`src/rtl/multi_drive_net_resolver.sv`:
```
// multi_drive_net_resolver
//   Clocked golden-model resolver for a multi-driven 4-state net.
//   Value encoding per bit: 00 = 0, 01 = 1, 10 = z, 11 = x.
//   MODE: 0 wire/tri, 1 wand/triand, 2 wor/trior, 3 tri0, 4 tri1, 5 trireg.
//   Trireg bits keep their last value when undriven and decay to x after
//   DECAY_CYCLES clocks (never, when DECAY_CYCLES = 0).
// Ports:
//   clk            sole clock, rising edge
//   rst_n          asynchronous active-low reset
//   drv_i          driver values, driver d bit b at [(d*WIDTH+b)*2 +: 2]
//   drv_valid_i    drv_i is sampled on this edge
//   net_o          registered resolved net
//   net_valid_o    net_o was updated from a sample on the last edge
//   held_o         per-bit trireg charge retention (HOLD), 0 unless MODE = 5
//   decay_pulse_o  one-cycle pulse when any bit decays HOLD -> DECAYED
module multi_drive_net_resolver #(
  parameter int unsigned NUM_DRV      = 4,
  parameter int unsigned WIDTH        = 8,
  parameter int unsigned MODE         = 0,
  parameter int unsigned DECAY_CYCLES = 16
) (
  input  logic                       clk,
  input  logic                       rst_n,
  input  logic [NUM_DRV*WIDTH*2-1:0] drv_i,
  input  logic                       drv_valid_i,
  output logic [WIDTH*2-1:0]         net_o,
  output logic                       net_valid_o,
  output logic [WIDTH-1:0]           held_o,
  output logic                       decay_pulse_o
);

  localparam logic [1:0] LV0 = 2'b00;
  localparam logic [1:0] LV1 = 2'b01;
  localparam logic [1:0] LVZ = 2'b10;
  localparam logic [1:0] LVX = 2'b11;

  localparam bit          IS_TRIREG = (MODE == 5);
  localparam int unsigned CW        = (DECAY_CYCLES == 0) ? 1 : $clog2(DECAY_CYCLES + 1);
  localparam logic [1:0]  RST_BIT   = (MODE == 3) ? LV0 :
                                      (MODE == 4) ? LV1 :
                                      (MODE == 5) ? LVX : LVZ;

  if (MODE > 5) begin : g_bad_mode
    $error("multi_drive_net_resolver: unsupported MODE %0d", MODE);
  end

  typedef enum logic [1:0] {
    ST_DRIVEN,
    ST_HOLD,
    ST_DECAYED
  } tr_state_e;

  tr_state_e          st_q  [WIDTH];
  tr_state_e          st_d  [WIDTH];
  logic [CW-1:0]      cnt_q [WIDTH];
  logic [CW-1:0]      cnt_d [WIDTH];
  logic [WIDTH*2-1:0] net_d;
  logic [WIDTH-1:0]   decay_d;
  logic [WIDTH-1:0]   has0, has1, hasx;

  // Per-bit summary of which values appear among the drivers.
  always_comb begin
    has0 = '0;
    has1 = '0;
    hasx = '0;
    for (int unsigned b = 0; b < WIDTH; b++) begin
      for (int unsigned d = 0; d < NUM_DRV; d++) begin
        case (drv_i[(d*WIDTH+b)*2 +: 2])
          LV0:     has0[b] = 1'b1;
          LV1:     has1[b] = 1'b1;
          LVX:     hasx[b] = 1'b1;
          default: ;
        endcase
      end
    end
  end

  // All-z result for trireg is never used: that case keeps stored charge.
  function automatic logic [1:0] resolve(input logic h0, input logic h1, input logic hx);
    logic [1:0] r;
    if (MODE == 1)                 r = h0 ? LV0 : hx ? LVX : h1 ? LV1 : LVZ;
    else if (MODE == 2)            r = h1 ? LV1 : hx ? LVX : h0 ? LV0 : LVZ;
    else if (!(h0 || h1 || hx))    r = (MODE == 3) ? LV0 : (MODE == 4) ? LV1 : LVZ;
    else if (hx || (h0 && h1))     r = LVX;
    else                           r = h0 ? LV0 : LV1;
    return r;
  endfunction

  always_comb begin
    net_d   = net_o;
    decay_d = '0;
    for (int unsigned b = 0; b < WIDTH; b++) begin
      st_d[b]  = st_q[b];
      cnt_d[b] = cnt_q[b];
      if (!IS_TRIREG) begin
        if (drv_valid_i) net_d[b*2 +: 2] = resolve(has0[b], has1[b], hasx[b]);
      end else if (drv_valid_i && (has0[b] || has1[b] || hasx[b])) begin
        // A driven sample takes priority over a decay on the same edge.
        net_d[b*2 +: 2] = resolve(has0[b], has1[b], hasx[b]);
        st_d[b]         = ST_DRIVEN;
        cnt_d[b]        = '0;
      end else if (st_q[b] == ST_HOLD) begin
        // Decay fires on the edge where the count would reach DECAY_CYCLES.
        if ((DECAY_CYCLES != 0) && (cnt_q[b] == CW'(DECAY_CYCLES - 1))) begin
          net_d[b*2 +: 2] = LVX;
          st_d[b]         = ST_DECAYED;
          cnt_d[b]        = '0;
          decay_d[b]      = 1'b1;
        end else if (cnt_q[b] != '1) begin
          cnt_d[b] = cnt_q[b] + 1'b1;
        end
      end else if (drv_valid_i && (st_q[b] == ST_DRIVEN)) begin
        st_d[b]  = ST_HOLD;
        cnt_d[b] = '0;
      end
    end
  end

  always_ff @(posedge clk or negedge rst_n) begin
    if (!rst_n) begin
      net_o         <= {WIDTH{RST_BIT}};
      net_valid_o   <= 1'b0;
      decay_pulse_o <= 1'b0;
      for (int unsigned b = 0; b < WIDTH; b++) begin
        st_q[b]  <= ST_DECAYED;
        cnt_q[b] <= '0;
      end
    end else begin
      net_o         <= net_d;
      net_valid_o   <= drv_valid_i;
      decay_pulse_o <= |decay_d;
      for (int unsigned b = 0; b < WIDTH; b++) begin
        st_q[b]  <= st_d[b];
        cnt_q[b] <= cnt_d[b];
      end
    end
  end

  always_comb begin
    held_o = '0;
    for (int unsigned b = 0; b < WIDTH; b++) begin
      held_o[b] = IS_TRIREG && (st_q[b] == ST_HOLD);
    end
  end

endmodule
```
`config.mk`:
```
export PLATFORM = sky130hd
export DESIGN_NAME = multi_drive_net_resolver
export DESIGN_NICKNAME = d
export VERILOG_FILES = /design/src/rtl/multi_drive_net_resolver.sv
export SDC_FILE = /design/constraint.sdc
export NUM_CORES = 1
export LEC_CHECK = 0
export CORE_MARGIN = 1.5
export CORE_UTILIZATION = 36
export CTS_CLUSTER_DIAMETER = 80
export CTS_CLUSTER_SIZE = 8
export DETAILED_ROUTE_END_ITERATION = 8
export GPL_TIMING_DRIVEN = 0
export PLACE_DENSITY = 0.82
export SLEW_MARGIN = 0
export SYNTH_ARGS = -nofsm -noshare
export SYNTH_HDL_FRONTEND = slang
export SYNTH_SLANG_ARGS = --single-unit
```
`constraint.sdc`:
```
create_clock -name clk -period 0.95 [get_ports clk]
set_clock_uncertainty 0.05 [all_clocks]
set_input_delay 0.1425 -clock clk [delete_from_list [all_inputs] [get_ports clk]]
set_output_delay 0.1425 -clock clk [all_outputs]
set_load 0.01 [all_outputs]
```
==> summary.md, run 1 <==
| Metric | Value |
|---|---|
| Min-Delay Path Class | `input pin to async pin` |
| Final WS setup | `-0.133 ns` |
| Vias per inst | `5.30` |
| Synth area leaders | `dfrtp_1 (17%), dfstp_2 (15%), o22ai_1 (8.3%), nor2_1 (6.9%), inv_1 (6.6%)` |
| Post-Route WL | `4150 um` |
| Syn-to-layout area delta | `76.5%` |
| Post-synthesis cell type count | `31` |
| Syn Std Cell Area | `1360 um2` |
| Yosys top cell area share | `16.6%` |
| First-pass iteration count of the detailed router | `7` |
| Final Hold Fails | `9` |
| Antenna-violating nets left | `0` |
| Hold WS | `-0.0990 ns` |
| Utilization after layout | `66.0%` |
| Crit path max fanout | `2` |
| Synth warn | `0` |
| Die Y | `64.4 um` |
| Grt ovf | `0` |
| GRT Resource Usage Total | `17.8%` |
| Htree depth | `1` |
| Initial antenna violation count | `0` |
| Worst slew margin | `49.9%` |
| Vias in the first global route | `1570` |
| Met3 Use GR | `3.82%` |
| Routability-driven placement congestion ratio | `0.861` |
| Num CTS Buffers | `3` |
| Crit path max-delay cell type | `dfstp_2` |
| CTS tree | `yes` |
| Starting density of the core | `37.4%` |
| HPWL Detailed | `3040 um` |
| Required time worst endpoint | `0.76 ns` |
| Status | `complete, but fails checks` |
| Vias | `1721` |
| # IOs | `93` |
| Worst-Skew Late Latency | `0.24 ns` |
| Most frequent cells in the layout | `clkbuf_2 (40), nor2_1 (22), inv_1 (21)` |
| Clk buf depth | `2` |
| Register area share after synthesis | `32.0%` |
| Quantity of I/O buffers inserted on ports | `83` |
| Worst path bufs/invs | `1` |
| Max Freq | `0.924 GHz` |
| Die ar. | `4150 um2` |
| Initial DRC Count | `105` |
| CP max stage delay | `0.55 ns` |
| Fin nets | `345` |
| Fin crit period | `1.08 ns` |
| Core region area | `3630 um2` |
| Post-synthesis average cell area | `7.99 um2` |
| Fin crit share | `114%` |
| VDD IR max | `0.000535 V` |
| M2 GR Usage | `35.8%` |
| Arr. time, crit path | `0.89 ns` |
| Placed insts | `309` |
| Max cap viols | `0` |
| Fin cells | `325` |
| Failing checks | `hold timing, setup timing` |
| Seq cells post-synth | `17` |
| Global-route wire length before repair | `6200 um` |
| # rows | `22` |
| Critical Path, Cell by Cell | `buf_6` |
| Max-slew violations | `0` |
| CTS Root Buffer Type | `clkbuf_8` |
| Setup violators final | `14` |
| Clock slew at reported path FFs | `0.07 ns` |
| Share of cells above drive strength 1 | `50.2%` |
| Routed WL per cell | `12.8 um` |
| Clock sink total | `17` |
| Diode count | `0` |
| Worst slew pin tran | `0.750 ns` |
| Largest area contributor in the netlist | `dfrtp_1` |
| GRT Max-Usage Layer | `met2` |
| Hold_buf cts | `0` |
| Commonest non-fill, non-tap cell in the layout | `clkbuf_2` |
| Met1 Track Usage GR | `19.5%` |
| Die width | `64.4 um` |
| DRC | `0` |
| Worst Setup Start Kind | `flip-flop` |
| Crit. End Element | `output pin` |
| Static Leakage | `1.13 nW` |
| Mapped Cells | `170` |
| RSZ-0062 raised after global routing | `yes` |
| Pwr dens | `967 nW/um2` |
| Critical path type | `flip-flop to output pin` |
| Largest net degree at the start of global routing | `18` |
| Top delay family on crit path | `flip-flops` |
final timing paths:
kind,startpoint,end,slack (ns),cells past startpoint
max reg2reg,net_o[9],net_o[9],0,3
min reg2reg,net_o[1],net_o[1],0.44,2
min in group clk,drv_i[37],net_o[5],0.13,3
max,net_o[9],net_o[9],-0.13,1
max in group asynchronous,rst_n,net_o[8],0.48,1
min,rst_n,net_o[2],-0.1,1
per-stage QoR:
stage               total power [mW]  worst slack (ns)  instance area (um2)  setup TNS (ns)
floorplan                       1.22            -0.166                 1430          -0.433
global placement                1.75            -0.836                 2320          -15.43
detailed placement              1.76            -0.845                 2320          -16.10
CTS                             2.30            -0.139                 2460           -1.24
global route                    2.45            -0.158                 2400           -1.65
finish                          2.32            -0.133                 2400           -1.10
Yosys cell counts:
| cell | count |
|---|---|
| nor2_1 | 25 |
| inv_1 | 24 |
| o31ai_1 | 1 |
| or3_1 | 2 |
| dfrtp_1 | 9 |
| or4b_1 | 2 |
| a22oi_1 | 2 |
| nor3_1 | 1 |
| nand2b_1 | 4 |
| a222oi_1 | 8 |
| clkbuf_1 | 3 |
| nand4_1 | 2 |
| a31oi_1 | 2 |
| o221ai_1 | 2 |
| nor4b_1 | 2 |
| xor2_1 | 5 |
| o22a_1 | 2 |
| a221oi_1 | 5 |
| o21ai_0 | 1 |
| a21oi_1 | 8 |
| a311oi_1 | 1 |
| buf_4 | 9 |
| nor4_1 | 2 |
| conb_1 | 1 |
| dfstp_2 | 8 |
| nand2_1 | 6 |
| xnor2_1 | 2 |
| a41oi_1 | 10 |
| nor3b_1 | 2 |
| o22ai_1 | 18 |
| nand3_1 | 1 |
power breakdown:
group	leakage, nW	switching (mW)	internal [mW]
combinational	0.938	0.438	0.518
clock	0.0255	0.228	0.290
sequential	0.170	0.0376	0.808
total	1.13	0.704	1.62
timing repair:
item	in CTS	in global routing
endpoints found under the hold margin	0	9
gates resized for setup	274	87
buffers inserted	8	4
pin swaps	33	27
setup endpoints to repair	33	40
gates cloned	0	0
state kept, by name (all words and copies together) (netlist names):
signal,cells
net_o,16
net_valid_o,1
logic make-up after synthesis:
kind of cell | share of synthesized area, %
AOI/OAI and AO/OA | 33.0
xor gates and xnor gates | 4.51
buffers and inverters | 12.4
DFF | 32.0
other | 0.276
and+or+nand+nor | 17.8
cell type report:
type | instances | area, um2
clock inverters | 1 | 5.00
clock buffers | 3 | 41.3
repair buffers | 95 | 746
inverters | 24 | 90.1
fillers | 336 | 1230
plain buffers | 12 | 85.1
multi-input cells | 125 | 936
flip-flops and latches | 17 | 435
well taps | 48 | 60.1
layer usage:
layer / vias to the layer above / share of wire [%] / wire length [um]
met1: 811 / 38 / 1580
met5: - / 0 / 0
met4: 0 / 0 / 0
met3: 0 / 7.1 / 293
met2: 57 / 55 / 2270
li1: 853 / - / -
No activity file was read; power rests on OpenSTA's default activity.
==> run 2, diff against run 1 <==
- CORE_MARGIN: 1.5 -> unset
==> run 2 against run 1 <==
Against the previous run: the run still ends with hold timing, setup timing left; fmax rose by 0.39%; critical endpoint is now net_o[5]; highest routed layer is now met4; sequential power barely moved; via count is 0.70% higher; critical path depth is the same; largest cell class unchanged; largest power group unchanged.
==> summary.md, run 2 (synthesis results as in run 1) <==
| Metric | Value |
|---|---|
| Starting density of the core | `39.2% (+1.8 points)` |
| Top delay family on crit path | `flip-flops` |
| Post-Route WL | `4080 um (-1.7%)` |
| Antenna-violating nets left | `0 (unchanged)` |
| Failing checks | `hold timing, setup timing` |
| Fillcell total | `295 (-12%)` |
| Critical path type | `flip-flop to output pin` |
| Routability-driven placement congestion ratio | `0.842 (-2.2%)` |
| Status | `complete, but fails checks` |
| Crit path max fanout | `2 (unchanged)` |
| Quantity of I/O buffers inserted on ports | `83 (unchanged)` |
| Vias in the first global route | `1558 (-0.76%)` |
| Min-Delay Path Class | `input pin to async pin` |
| Setup_tns | `-1.12 ns (-0.0177 ns)` |
| Hold_buf cts | `0 (unchanged)` |
| Commonest non-fill, non-tap cell in the layout | `clkbuf_2` |
| Biggest regs | `net_o x16, net_valid_o x1` |
| Pwr dens | `960 nW/um2 (-0.73%)` |
| Crit path max-delay cell type | `dfstp_2` |
| Clk buf depth | `2 (unchanged)` |
| Max-slew violations | `0 (unchanged)` |
| Required time worst endpoint | `0.76 ns (about the same)` |
| Initial antenna violation count | `0 (unchanged)` |
| # rows | `21 (-4.5%)` |
| Arr. time, crit path | `0.89 ns (about the same)` |
| GRT Resource Usage Total | `19.6% (+1.8 points)` |
| CTS tree | `yes` |
| Core region area | `3470 um2 (-4.5%)` |
| Fin crit period | `1.08 ns (-0.00423 ns)` |
| Largest net degree at the start of global routing | `18 (unchanged)` |
| Most frequent cells in the layout | `clkbuf_2 (32), buf_4 (25), inv_1 (24)` |
| Worst slew pin tran | `0.725 ns (-0.0249 ns)` |
| Clock slew at reported path FFs | `0.06 ns (about the same)` |
| Max cap viols | `0 (unchanged)` |
| Final WS setup | `-0.129 ns (+0.00423 ns)` |
| Hold WS | `-0.109 ns (-0.0103 ns)` |
| Htree depth | `1 (unchanged)` |
| HPWL Detailed | `3130 um (+2.9%)` |
| Fin crit share | `114% (-0.45 points)` |
| Placed insts | `307 (-0.65%)` |
| Die width | `63.4 um (-1.6%)` |
| Diode count | `0 (unchanged)` |
| Worst slew margin | `51.6% (+1.7 points)` |
| Setup violators final | `16 (+2)` |
| Max Freq | `0.927 GHz (+0.39%)` |
| Fin nets | `345 (unchanged)` |
| Fin cells | `323 (-0.62%)` |
| Worst Setup Start Kind | `flip-flop` |
| Num CTS Buffers | `3 (unchanged)` |
| DRC | `0 (unchanged)` |
| VDD IR max | `0.000915 V (+71%)` |
| Die Y | `63.4 um (-1.6%)` |
| Worst path bufs/invs | `1 (unchanged)` |
| Most flop-heavy register | `net_o` |
| Syn-to-layout area delta | `75.2%` |
| Die ar. | `4020 um2 (-3.1%)` |
| Initial DRC Count | `113 (+7.6%)` |
| Final Hold Fails | `9 (unchanged)` |
| # IOs | `93 (unchanged)` |
| CP max stage delay | `0.54 ns (about the same)` |
| CTS Root Buffer Type | `clkbuf_8` |
| Routed WL per cell | `12.6 um (-1.1%)` |
| Static Leakage | `1.13 nW (-0.43%)` |
| Clock sink total | `17 (unchanged)` |
| Crit. End Element | `output pin` |
| Worst-Skew Late Latency | `0.24 ns (about the same)` |
| Max FFs per register | `16 (unchanged)` |
| Global-route wire length before repair | `6480 um (+4.4%)` |
| Vias | `1733 (+0.70%)` |
| Vias per inst | `5.37 (+1.3%)` |
| Grt ovf | `0 (unchanged)` |
| RSZ-0062 raised after global routing | `yes` |
| Critical Path, Cell by Cell | `buf_6` |
| Share of cells above drive strength 1 | `44.0% (-6.1 points)` |
| First-pass iteration count of the detailed router | `4 (-3)` |
==> run 2: cell count changes in the layout (fill, tap and decap cells not counted), moves of 4 or more <==
cell             before  now
dlygate4sd2_1         1    8
buf_8                10    6
clkdlybuf4s15_1       2    7
clkbuf_2             40   32
buf_4                20   25
==> run 2: timing repair <==
| action | CTS | global route |
|---|---|---|
| hold endpoints to repair | 0 | 9 |
| buffers inserted | 8 | 4 |
| resized for setup | 241 | 81 |
| pin swaps | 31 | 29 |
| endpoints found under the setup margin | 33 | 39 |
==> run 2: final cells by class <==
type	instances	area (um2)	area share, %
multi-input combinational	125	926	38.9
timing repair buffer	95	742	31.2
sequential	17	435	18.3
inverter	24	90.1	3.78
buffer	12	85.1	3.57
tap	46	57.6	2.42
clock buffer	4	45.0	1.89
==> run 2: final timing paths <==
| path | start | endpoint | slack [ns] | depth (start not counted) |
|---|---|---|---|---|
| worst min-delay path | rst_n | net_o[2] | -0.11 | 1 |
| min in group clk | drv_i[19] | net_o[3] | 0.14 | 3 |
| worst min register to register | net_o[13] | net_o[13] | 0.45 | 2 |
| worst max register to register | net_o[11] | net_o[11] | 0.01 | 3 |
| max in group asynchronous | rst_n | net_o[0] | 0.50 | 1 |
| worst max-delay path | net_o[5] | net_o[5] | -0.13 | 1 |
==> run 2: power breakdown <==
| part | switching, mW | internal [mW] | leakage, nW |
|---|---|---|---|
| Clock | 0.220 | 0.297 | 0.0228 |
| Combinational | 0.428 | 0.499 | 0.935 |
| Sequential | 0.0351 | 0.808 | 0.170 |
| Total | 0.683 | 1.60 | 1.13 |
==> run 2: layer usage <==
layer | share of wire (%) | routed length [um] | track usage (%) | vias to the layer above
met3 | 5.4 | 220 | 5.07 | 2
li1 | - | - | - | 854
met1 | 40 | 1630 | 22.2 | 817
met4 | 0.098 | 4 | 1.42 | 0
met5 | 0 | 0 | 0 | -
met2 | 55 | 2230 | 37.6 | 60
==> run 2: per-stage QoR <==
step | utilization [%] | worst slack, ns | total power, mW | cell area [um2]
2_1_floorplan | - | -0.166 | 1.22 | 1430
3_3_place_gp | 67.0 | -0.831 | 1.75 | 2320
3_5_place_dp | 67.0 | -0.844 | 1.76 | 2320
4_1_cts | 68.9 | -0.132 | 2.26 | 2390
5_1_grt | 68.7 | -0.156 | 2.42 | 2380
6_report | 68.7 | -0.129 | 2.29 | 2380
